--- src/rtl/oam_dma_engine_if.sv ---
// Bus bundle between the OAM DMA engine and its neighbours: the snooped CPU
// IO write port, the router RDMA read port, the router WDMA write port and
// the status outputs.
interface oam_dma_engine_if;
  logic [15:0] I_IOREG_ADDR;
  logic [7:0]  I_IOREG_DATA;
  logic        I_IOREG_WE_L;
  logic [7:0]  O_DMA_REG;
  logic [15:0] O_RDMA_ADDR;
  logic        O_RDMA_RE_L;
  logic [7:0]  I_RDMA_DATA;
  logic [15:0] O_WDMA_ADDR;
  logic [7:0]  O_WDMA_DATA;
  logic        O_WDMA_WE_L;
  logic        O_DMA_ACTIVE;
  logic        O_DMA_DONE;

  modport master (
    input  I_IOREG_ADDR, I_IOREG_DATA, I_IOREG_WE_L, I_RDMA_DATA,
    output O_DMA_REG, O_RDMA_ADDR, O_RDMA_RE_L, O_WDMA_ADDR, O_WDMA_DATA,
           O_WDMA_WE_L, O_DMA_ACTIVE, O_DMA_DONE
  );

  modport slave (
    output I_IOREG_ADDR, I_IOREG_DATA, I_IOREG_WE_L, I_RDMA_DATA,
    input  O_DMA_REG, O_RDMA_ADDR, O_RDMA_RE_L, O_WDMA_ADDR, O_WDMA_DATA,
           O_WDMA_WE_L, O_DMA_ACTIVE, O_DMA_DONE
  );
endinterface

--- src/rtl/oam_dma_engine.sv ---
// Game Boy OAM DMA master. A snooped write to the DMA register copies LENGTH
// bytes from {value,8'h00} into OAM through the router's RDMA/WDMA ports.
// Read data returns one cycle after the read strobe and is written the cycle
// after that, so reads and writes overlap with a two-deep pipeline.
module oam_dma_engine #(
  parameter logic [15:0] DMA_REG_ADDR = 16'hFF46,
  parameter logic [15:0] DEST_BASE    = 16'hFE00,
  parameter int          LENGTH       = 160,
  parameter int          START_DELAY  = 1
) (
  input logic              I_CLK,
  input logic              I_RESET,
  oam_dma_engine_if.master bus
);
  localparam int         STAGES   = 2;
  localparam logic [8:0] LAST_RD  = 9'(LENGTH);
  localparam logic [3:0] LAST_DLY = 4'(START_DELAY - 1);

  typedef enum logic [2:0] {IDLE, START, XFER, DRAIN, DONE} state_t;

  state_t          state, state_n;
  logic [3:0]      dly, dly_n;
  logic [8:0]      rd_idx, rd_idx_n, wr_idx, wr_idx_n;
  logic [7:0]      src_hi, src_hi_n, dma_reg, dma_reg_n, wr_data, wr_data_n;
  logic [15:0]     rd_addr, rd_addr_n, wr_addr, wr_addr_n;
  // [0] read strobe this cycle, [1] read data on the bus, [2] write strobe
  logic [STAGES:0] vld_pipe, vld_pipe_n;
  logic            trig, issue;

  // State, counters and registered bus outputs
  always_ff @(posedge I_CLK or posedge I_RESET) begin
    if (I_RESET) begin
      state    <= IDLE;
      dly      <= '0;
      rd_idx   <= '0;
      wr_idx   <= '0;
      src_hi   <= '0;
      dma_reg  <= '0;
      rd_addr  <= '0;
      wr_addr  <= '0;
      wr_data  <= '0;
      vld_pipe <= '0;
    end else begin
      state    <= state_n;
      dly      <= dly_n;
      rd_idx   <= rd_idx_n;
      wr_idx   <= wr_idx_n;
      src_hi   <= src_hi_n;
      dma_reg  <= dma_reg_n;
      rd_addr  <= rd_addr_n;
      wr_addr  <= wr_addr_n;
      wr_data  <= wr_data_n;
      vld_pipe <= vld_pipe_n;
    end
  end

  // Next-state, read issue, write capture and trigger/flush handling
  always_comb begin
    state_n   = state;
    dly_n     = dly;
    rd_idx_n  = rd_idx;
    wr_idx_n  = wr_idx;
    src_hi_n  = src_hi;
    dma_reg_n = dma_reg;
    rd_addr_n = rd_addr;
    wr_addr_n = wr_addr;
    wr_data_n = wr_data;
    issue     = 1'b0;
    trig      = !bus.I_IOREG_WE_L && (bus.I_IOREG_ADDR == DMA_REG_ADDR);

    case (state)
      IDLE:  ;
      START: if (dly == LAST_DLY) begin
               state_n = XFER;
               issue   = 1'b1;
             end else begin
               dly_n = dly + 4'd1;
             end
      // rd_idx counts reads already issued; stop once all LENGTH are out
      XFER:  if (rd_idx == LAST_RD) begin
               state_n = DRAIN;
               dly_n   = '0;
             end else begin
               issue = 1'b1;
             end
      DRAIN: if (dly == 4'd1) state_n = DONE;
             else dly_n = dly + 4'd1;
      DONE:  state_n = IDLE;
      default: state_n = IDLE;
    endcase

    if (issue) begin
      rd_addr_n = {src_hi, 8'h00} + {7'd0, rd_idx};
      rd_idx_n  = rd_idx + 9'd1;
    end

    if (vld_pipe[1]) begin
      wr_data_n = bus.I_RDMA_DATA;
      wr_addr_n = DEST_BASE + {7'd0, wr_idx};
      wr_idx_n  = wr_idx + 9'd1;
    end

    vld_pipe_n = {vld_pipe[STAGES-1:0], issue};

    // A trigger restarts from any state; in-flight bytes are dropped and the
    // outputs keep their last values since no strobe accompanies them.
    if (trig) begin
      dma_reg_n  = bus.I_IOREG_DATA;
      src_hi_n   = (bus.I_IOREG_DATA >= 8'hE0) ? bus.I_IOREG_DATA - 8'h20
                                               : bus.I_IOREG_DATA;
      state_n    = START;
      dly_n      = '0;
      rd_idx_n   = '0;
      wr_idx_n   = '0;
      rd_addr_n  = rd_addr;
      wr_addr_n  = wr_addr;
      wr_data_n  = wr_data;
      vld_pipe_n = '0;
    end
  end

  assign bus.O_DMA_REG    = dma_reg;
  assign bus.O_RDMA_ADDR  = rd_addr;
  assign bus.O_RDMA_RE_L  = !vld_pipe[0];
  assign bus.O_WDMA_ADDR  = wr_addr;
  assign bus.O_WDMA_DATA  = wr_data;
  assign bus.O_WDMA_WE_L  = !vld_pipe[STAGES];
  assign bus.O_DMA_ACTIVE = (state == START) || (state == XFER) || (state == DRAIN);
  assign bus.O_DMA_DONE   = (state == DONE);
endmodule

--- src/flat_wrapper.sv ---
// flat-port wrapper written by rule: the top's interface ports become plain ports
module oam_dma_engine_flat 
#(
  parameter logic [15:0] DMA_REG_ADDR = 16'hFF46,
  parameter logic [15:0] DEST_BASE    = 16'hFE00,
  parameter int          LENGTH       = 160,
  parameter int          START_DELAY  = 1
)
  (I_CLK, I_RESET, bus_I_IOREG_ADDR, bus_I_IOREG_DATA, bus_I_IOREG_WE_L, bus_I_RDMA_DATA, bus_O_DMA_REG, bus_O_RDMA_ADDR, bus_O_RDMA_RE_L, bus_O_WDMA_ADDR, bus_O_WDMA_DATA, bus_O_WDMA_WE_L, bus_O_DMA_ACTIVE, bus_O_DMA_DONE);
  oam_dma_engine_if bus_i ();
  input logic I_CLK;
  input logic I_RESET;
  input wire logic [$bits(bus_i.I_IOREG_ADDR)-1:0] bus_I_IOREG_ADDR;
  input wire logic [$bits(bus_i.I_IOREG_DATA)-1:0] bus_I_IOREG_DATA;
  input wire logic [$bits(bus_i.I_IOREG_WE_L)-1:0] bus_I_IOREG_WE_L;
  input wire logic [$bits(bus_i.I_RDMA_DATA)-1:0] bus_I_RDMA_DATA;
  output wire logic [$bits(bus_i.O_DMA_REG)-1:0] bus_O_DMA_REG;
  output wire logic [$bits(bus_i.O_RDMA_ADDR)-1:0] bus_O_RDMA_ADDR;
  output wire logic [$bits(bus_i.O_RDMA_RE_L)-1:0] bus_O_RDMA_RE_L;
  output wire logic [$bits(bus_i.O_WDMA_ADDR)-1:0] bus_O_WDMA_ADDR;
  output wire logic [$bits(bus_i.O_WDMA_DATA)-1:0] bus_O_WDMA_DATA;
  output wire logic [$bits(bus_i.O_WDMA_WE_L)-1:0] bus_O_WDMA_WE_L;
  output wire logic [$bits(bus_i.O_DMA_ACTIVE)-1:0] bus_O_DMA_ACTIVE;
  output wire logic [$bits(bus_i.O_DMA_DONE)-1:0] bus_O_DMA_DONE;
  assign bus_i.I_IOREG_ADDR = bus_I_IOREG_ADDR;
  assign bus_i.I_IOREG_DATA = bus_I_IOREG_DATA;
  assign bus_i.I_IOREG_WE_L = bus_I_IOREG_WE_L;
  assign bus_i.I_RDMA_DATA = bus_I_RDMA_DATA;
  assign bus_O_DMA_REG = bus_i.O_DMA_REG;
  assign bus_O_RDMA_ADDR = bus_i.O_RDMA_ADDR;
  assign bus_O_RDMA_RE_L = bus_i.O_RDMA_RE_L;
  assign bus_O_WDMA_ADDR = bus_i.O_WDMA_ADDR;
  assign bus_O_WDMA_DATA = bus_i.O_WDMA_DATA;
  assign bus_O_WDMA_WE_L = bus_i.O_WDMA_WE_L;
  assign bus_O_DMA_ACTIVE = bus_i.O_DMA_ACTIVE;
  assign bus_O_DMA_DONE = bus_i.O_DMA_DONE;
  oam_dma_engine #(.DMA_REG_ADDR(DMA_REG_ADDR), .DEST_BASE(DEST_BASE), .LENGTH(LENGTH), .START_DELAY(START_DELAY)) u_core (.I_CLK(I_CLK), .I_RESET(I_RESET), .bus(bus_i));
endmodule
--- config.mk ---
export PLATFORM = sky130hd
export DESIGN_NAME = oam_dma_engine_flat
export DESIGN_NICKNAME = d
export VERILOG_FILES = /design/src/rtl/oam_dma_engine_if.sv /design/src/rtl/oam_dma_engine.sv /design/src/flat_wrapper.sv
export SDC_FILE = /design/constraint.sdc
export NUM_CORES = 1
export LEC_CHECK = 0
export CELL_PAD_IN_SITES_DETAIL_PLACEMENT = 0
export CELL_PAD_IN_SITES_GLOBAL_PLACEMENT = 1
export CORE_ASPECT_RATIO = 0.75
export CORE_MARGIN = 10
export CORE_UTILIZATION = 39
export CTS_CLUSTER_SIZE = 30
export DETAILED_ROUTE_END_ITERATION = 6
export PLACE_DENSITY = 0.81
export SLEW_MARGIN = 10
export SYNTH_ARGS = -nofsm -noshare
export SYNTH_HDL_FRONTEND = slang
export SYNTH_SLANG_ARGS = --single-unit
--- constraint.sdc ---
create_clock -name I_CLK -period 3.5 [get_ports I_CLK]
set_clock_uncertainty 0.1 [all_clocks]
set_input_delay 0.7 -clock I_CLK [delete_from_list [all_inputs] [get_ports I_CLK]]
set_output_delay 0.7 -clock I_CLK [all_outputs]
set_load 0.05 [all_outputs]
==> run summary, run 1 <==
The count of inserted antenna diode cells is 0. The number of hold-slack violations in the final timing report is 0. The first-pass iteration count of the detailed router is 4. The global-route total usage across every layer came out at 11.8%. The filler cells instantiated in the layout total 759. The H-tree depth is 3.

The per-cell via count in the routed design came out at 4.83. The worst hold slack across all endpoints is 390 ps. In this run the deepest clock path goes through 2 buffers. The number of remaining DRC errors came out at 0. In this run the standard cell core region covers 0.00860 mm². The I/O pin count came out at 87. The count of antenna-violating nets left after detailed routing came out at 0. The synthesized design devotes to its leading area cell type 52.1% of total area. STA classifies the critical path startpoint as a flop. The sequential cells in the finished layout cover a total of 0.00183 mm². The number of setup buffers added after CTS is 0. The die covers 0.0132 mm². VDD sags by at most 204 µV. The critical path arrival came out at 2060 ps.

The flow ran to the end, and the final reports show no timing, DRC or antenna violations. The hold buffer count at cts came out at 0. Yosys instantiated no cell more often than sky130_fd_sc_hd__dfrtp_1. The cell area after synthesis is 0.00350 mm². Headroom to the max-slew limit came out at 58.6%. The number of buffers added by the clock tree synthesis step is 9. The max-slew violation count is 0.

The transition time at the pin with the least slew margin is 619 ps. The starting DRC count in detailed routing came out at 191. The maximum fanout count along the critical path is 12. The biggest area contributor in the post-synthesis netlist is sky130_fd_sc_hd__dfrtp_1.

Detailed placement finished with a half-perimeter wire length of 5590 µm. The post-layout net count came out at 419. In this run the worst setup path begins at u_core.state[2]. The maximum number of pins on one net before global-route repair came out at 46. The final weighted congestion of routability-driven global placement is 0.762. The tightest min-delay check is of the flop to flop type. Setup slack closes at 636 ps. The growth of design area from synthesis to finish came out at 35.0%.

The number of gates given a new drive strength after cts is 0. The number of storage elements in the synthesis netlist came out at 73. Data on the critical path is required at its endpoint by 2700 ps.

The synthesized area per cell is 11.8 µm². The proportion of register bits with asynchronous set or reset after synthesis is 100%. The number of global-route vias before repair is 2430. The final worst-path cycle share came out at 81.8%. The worst flop-to-flop path startpoint is u_core.rd_idx[2]. The endpoint type of the worst setup path is an output port. Synthesis produced 296 cells. Setup repair after global routing left no endpoint under its margin.

Measured along the y axis, the die boundary spans 102 µm. Static timing analysis puts the maximum clock frequency at 0.349 GHz. The clock sink count came out at 73.

The final design utilization came out at 55.0%. The clock latency of the later-clocked register in the worst-skew pair came out at 330 ps. The fraction of final layout cells with drive strength greater than 1 is 16.3%. The number of enable-type register cells in the synthesized netlist came out at 0. After synthesis, the cell types taking the most area are sky130_fd_sc_hd__dfrtp_1 (52%), sky130_fd_sc_hd__mux2_2 (8.0%), sky130_fd_sc_hd__mux2_4 (3.4%), sky130_fd_sc_hd__xor2_1 (3.2%), sky130_fd_sc_hd__ha_1 (3.2%).

The final count of negative-setup-slack endpoints came out at 0. The number of buffer cells added on primary ports came out at 86. In this run the clock root is driven by a sky130_fd_sc_hd__clkbuf_16. The startpoint identified for the worst hold timing path is u_core.bus.O_WDMA_ADDR[0]. The effective utilization at floorplan came out at 40.8%. The clock slew at the register clock pins of the worst setup and hold paths came out at 50 ps. The number of core rows is 29. The post-route total power is 1.99 mW. After synthesis, the most frequently instantiated cells are sky130_fd_sc_hd__dfrtp_1 (73), sky130_fd_sc_hd__nor2_1 (30), sky130_fd_sc_hd__mux2_2 (25). The detailed-route wire length per cell came out at 15.3 µm. The number of antenna violations at the first check in global routing is 0. After global routing the overflow that remains totals 0.

Dividing total power by cell area gives a power density of 421 mW/mm². The post-placement worst setup slack came out at 451 ps. The type of the worst setup path is flop to output port. The routed design has 7470 µm of wire. The total vias in the final route came out at 2358. The netlist uses 44 different library cells. In the final layout, the multi-input gates occupy 0.00145 mm². The count of warnings emitted by yosys came out at 0.

The total negative slack is 0 ps. From left edge to right edge, the die measures 129 µm. The net count after synthesis came out at 340. The wire length of the first global-routing pass is 12500 µm. The most frequently used flop master after synthesis is sky130_fd_sc_hd__dfrtp_1. The shortest period the worst path allows came out at 2860 ps. The count of max-cap constraint violations came out at 0. The sequential share of the synthesized area is 52.1%. The leakage dissipation came out at 2.10 nW. TritonCTS built the clock tree.
-- flip-flops by register name (all words and copies together) (netlist names) --
name	cells
u_core.bus.O_DMA_REG	8
u_core.bus.O_RDMA_ADDR	16
u_core.bus.O_WDMA_ADDR	10
u_core.bus.O_WDMA_DATA	8
u_core.dly	4
u_core.rd_idx	9
u_core.src_hi	3
u_core.state	3
u_core.vld_pipe	3
u_core.wr_idx	9
-- layout by cell type (no fill, tap or decap), drive strengths merged, types with 3 or more instances in the layout --
cell / instances
xnor2: 9
xor2: 13
inv: 17
nand2b: 7
nand3: 11
clkbuf: 10
bufinv: 3
a21oi: 5
nor3: 3
nand2: 10
clkdlybuf4s50: 86
mux2: 41
and3: 4
nor2: 30
mux2i: 3
dfrtp: 73
nand4: 9
clkinv: 3
o21ai: 4
ha: 9
a31oi: 4
buf: 5
-- critical path, cell delays in order, from the launching register on --
cell and delay (ps):
sky130_fd_sc_hd__dfrtp_1 550, sky130_fd_sc_hd__inv_1 140, sky130_fd_sc_hd__nor3_1 200, sky130_fd_sc_hd__clkdlybuf4s50_1 850
-- final timing paths --
path | endpoint | slack [ps] | cells past startpoint
hold / removal | u_core.bus.O_WDMA_ADDR[0] | 390 | 1
setup / recovery | bus_O_DMA_DONE | 640 | 3
hold reg to reg | u_core.bus.O_WDMA_ADDR[0] | 390 | 1
min in group asynchronous | u_core.bus.O_RDMA_ADDR[5] | 670 | 2
max in group asynchronous | u_core.src_hi[5] | 1970 | 3
setup reg to reg | u_core.bus.O_RDMA_ADDR[7] | 1110 | 5
-- power by group --
group          leakage (nW)  internal (mW)  switching [mW]  total (mW)
sequential            0.876          0.849         0.00286       0.852
combinational          1.06         0.0490          0.0462      0.0952
clock                 0.167          0.700           0.344        1.04
-- layer usage --
layer / track usage (%) / part of all wire [%] / vias to the layer above / wire [µm]
met5: 0 / 0 / - / 0
met4: 4.14 / 0.96 / 0 / 72
met3: 4.66 / 6.3 / 6 / 473
met2: 17.9 / 47 / 50 / 3510
met1: 15.0 / 46 / 1134 / 3410
li1: - / - / 1168 / -
-- final cells by class --
type	instances	area share [%]
clock inverter	6	2.46
timing repair buffer	91	19.3
sequential	73	38.6
clock buffer	10	4.84
inverter	17	1.35
tap	108	2.86
multi-input combinational	183	30.6
-- through the flow --
stage               area, µm²  instances
floorplan                3500        296
finish                   4730        488
global placement         4380        472
detailed placement       4380        472
global route             4730        488
CTS                      4730        488
-- kinds of logic (layout without fill, tap and decap cells) --
family,Yosys count,in the layout,synth area share [%]
buffers and inverters,40,124,6.57
and+or+nand+nor,88,88,14.0
muxes,44,44,14.9
AOI/OAI and AO/OA,20,20,3.75
adders and majority gates,9,9,3.21
DFF,73,73,52.1
xor gates and xnor gates,22,22,5.50
Note: power is estimated with default switching activity, not from simulation.
==> run 2: changes to the inputs <==
- CORE_UTILIZATION: 39 -> 35
- PLACE_DENSITY: 0.81 -> 0.77
- clock period: 3.5 -> 2.4 ns (I/O delays scaled with it)
==> run 2 against run 1 <==
Against the previous run: sequential share of layout area is 1.5 points lower; combinational power is 50% higher; critical endpoint is now u_core.bus.O_WDMA_DATA[7]; die area grew 9.4%; setup slack lost 560 ps; non-clock buffer count rose by 7; critical path type is now input pin to flop; clock power up 40%; final area grew 4.2%.
==> run summary, run 2 (same netlist as run 1, synthesis figures left out) <==
The worst setup margin is 71.5 ps (was 636 ps). The number of buffer cells added on primary ports is 86 (unchanged). The effective utilization at floorplan is 36.1% (was 40.8%). The transition time at the pin with the least slew margin came to 527 ps (was 619 ps). The clock tree from TritonCTS is yes (unchanged).

The count of inserted antenna diode cells came out at 0 (unchanged). The cell count after placement came to 501 (was 472). The detailed-route wire length per cell was 15.5 µm (was 15.3 µm). The number of core rows came out at 31 (was 29). The total vias in the final route came out at 2467 (was 2358). The area of the core is 0.00970 mm² (was 0.00860 mm²). The final design utilization is 50.8% (was 55.0%).

The post-detailed-placement half-perimeter wirelength came out at 5980 µm (was 5590 µm). The wire length of the first global-routing pass was 13200 µm (was 12500 µm). The post-placement worst setup slack came to -335 ps (was 451 ps).

The first-pass iteration count of the detailed router is 4 (unchanged). The number of gates given a new drive strength after cts was 0 (unchanged). The number of remaining DRC errors came out at 0 (unchanged).

The buffer depth of the longest clock path came out at 2 (unchanged). The total grt overflow is 0 (unchanged). The per-cell via count in the routed design is 4.75 (was 4.83). The final worst-path cycle share came out at 97.0%. The class of the tightest hold or removal check was input pin to asynchronous set/reset pin (was flop to flop). The max-slew violation count is 0 (unchanged). The final count of negative-setup-slack endpoints is 0 (unchanged).

The type of the worst setup path is input pin to flop (was flop to output port). The endpoint type of the worst setup path is a flop (was output port). The height of the chip is 107 µm (was 102 µm). The final weighted congestion of routability-driven global placement came out at 0.758 (was 0.762). The number of antenna violations at the first check in global routing is 0 (unchanged). Commonest cells after routing, fill and taps aside: sky130_fd_sc_hd__clkdlybuf4s50_1 (82), sky130_fd_sc_hd__dfrtp_1 (73), sky130_fd_sc_hd__nor2_1 (30), sky130_fd_sc_hd__mux2_2 (22), sky130_fd_sc_hd__inv_1 (16) (was sky130_fd_sc_hd__clkdlybuf4s50_1 (86), sky130_fd_sc_hd__dfrtp_1 (73), sky130_fd_sc_hd__nor2_1 (30), sky130_fd_sc_hd__mux2_2 (25), sky130_fd_sc_hd__inv_1 (16)). The floorplan die width is 136 µm (was 129 µm). The global-route total usage across every layer was 11.3% (was 11.8%). The clock latency of the later-clocked register in the worst-skew pair came out at 330 ps (about the same).

The total negative slack came out at 0 ps (unchanged). The maximum fanout count along the critical path came to 9 (was 12). The worst IR drop on VDD is 368 µV (was 204 µV). The power density normalized to cell area is 577 mW/mm² (was 421 mW/mm²). The H-tree depth is 3 (unchanged). The maximum number of pins on one net before global-route repair is 59 (was 46).

The number of setup buffers added after CTS is 0 (unchanged). Unrepaired setup endpoints after global routing: true (was false). The count of max-cap constraint violations came to 0 (unchanged). The data required time of the critical path came out at 2510 ps (was 2700 ps). The post-layout net count was 426 (was 419). The shortest period the worst path allows came out at 2330 ps. The most frequent standard cell in the layout excluding fill and tap cells is sky130_fd_sc_hd__clkdlybuf4s50_1 (unchanged). The critical path arrival came out at 2440 ps (was 2060 ps).

The flip-flop count of the largest register after layout is 16 (unchanged). The leakage dissipation is 2.22 nW (was 2.10 nW). The worst max-slew margin expressed relative to the limit is 64.7% (was 58.6%). The count of antenna-violating nets left after detailed routing is 0 (unchanged). The clock slew at the register clock pins of the worst setup and hold paths was 60 ps (was 50 ps).

The I/O pin count is 87 (unchanged). The library cell used as clock root buffer is sky130_fd_sc_hd__clkbuf_16 (unchanged). The total wirelength of the detailed-routed design came out at 8050 µm (was 7470 µm).

The number of filler cells placed in the layout came out at 874 (was 759). The growth of design area from synthesis to finish came out at 40.6% (was 35.0%). The maximum achievable frequency is 0.429 GHz. Outcome: completed (unchanged).

The hold buffer count at cts is 0 (unchanged). The starting DRC count in detailed routing is 90 (was 191). The clock sink count came out at 73 (unchanged). The number of hold-slack violations in the final timing report came out at 0 (unchanged). The number of global-route vias before repair came out at 2500 (was 2430). The kind of start point of the critical path is an input pin (was flop). The area of the die came out at 0.0145 mm² (was 0.0132 mm²). The non-filler instance count after layout came out at 519 (was 488). The number of buffers added by the clock tree synthesis step came out at 9 (unchanged). The fraction of final layout cells with drive strength greater than 1 is 19.9% (was 16.3%).
==> run 2: path summary, 6_finish.rpt <==
check,slack (ps),from,to,cells after the start
min in group I_CLK,400,u_core.bus.O_WDMA_DATA[5],u_core.bus.O_WDMA_DATA[5],1
worst max-delay path,70,bus_I_IOREG_ADDR[12],u_core.bus.O_WDMA_DATA[7],7
worst max register to register,220,u_core.dly[0],u_core.bus.O_RDMA_ADDR[12],8
max in group asynchronous,1210,I_RESET,u_core.wr_idx[5],3
worst min register to register,400,u_core.bus.O_WDMA_DATA[5],u_core.bus.O_WDMA_DATA[5],1
worst min-delay path,380,I_RESET,u_core.bus.O_RDMA_ADDR[10],2
==> run 2: power by group <==
group / internal (mW) / switching [mW] / total (mW)
clock network: 0.941 / 0.517 / 1.46
registers: 1.24 / 0.00455 / 1.24
logic: 0.0736 / 0.0691 / 0.143
total: 2.25 / 0.591 / 2.84
==> run 2: critical path, stage by stage <==
cell and delay (ps):
sky130_fd_sc_hd__clkdlybuf4s50_1 460, sky130_fd_sc_hd__nand4_1 90, sky130_fd_sc_hd__or4_4 430, sky130_fd_sc_hd__nor3_4 270, sky130_fd_sc_hd__nand2b_4 220, sky130_fd_sc_hd__clkbuf_16 170, sky130_fd_sc_hd__mux2_1 320
==> run 2: per-layer routing <==
layer | part of all wire [%] | vias up | global-route usage, %
met1 | 45 | 1222 | 14.5
met5 | 0 | - | 0
li1 | - | 1184 | -
met3 | 5.7 | 6 | 4.15
met4 | 0.55 | 0 | 3.22
met2 | 49 | 55 | 17.4
==> run 2: final cells by class <==
class	count	area (µm²)	share of cell area, %
Timing Repair Buffer	98	1050	21.3
Tap cell	132	165	3.35
Multi-Input combinational cell	183	1490	30.2
Inverter	17	67.6	1.37
Clock inverter	6	90.1	1.83
Sequential cell	73	1830	37.1
Clock buffer	10	239	4.85
==> run 2: through the flow <==
step	hold slack (ps)	cell area [µm²]	power, mW
finish	384	4930	2.84
global route	411	4930	2.95
CTS	390	4830	2.88
detailed placement	386	4500	1.41
global placement	375	4500	1.41
floorplan	399	3510	1.32
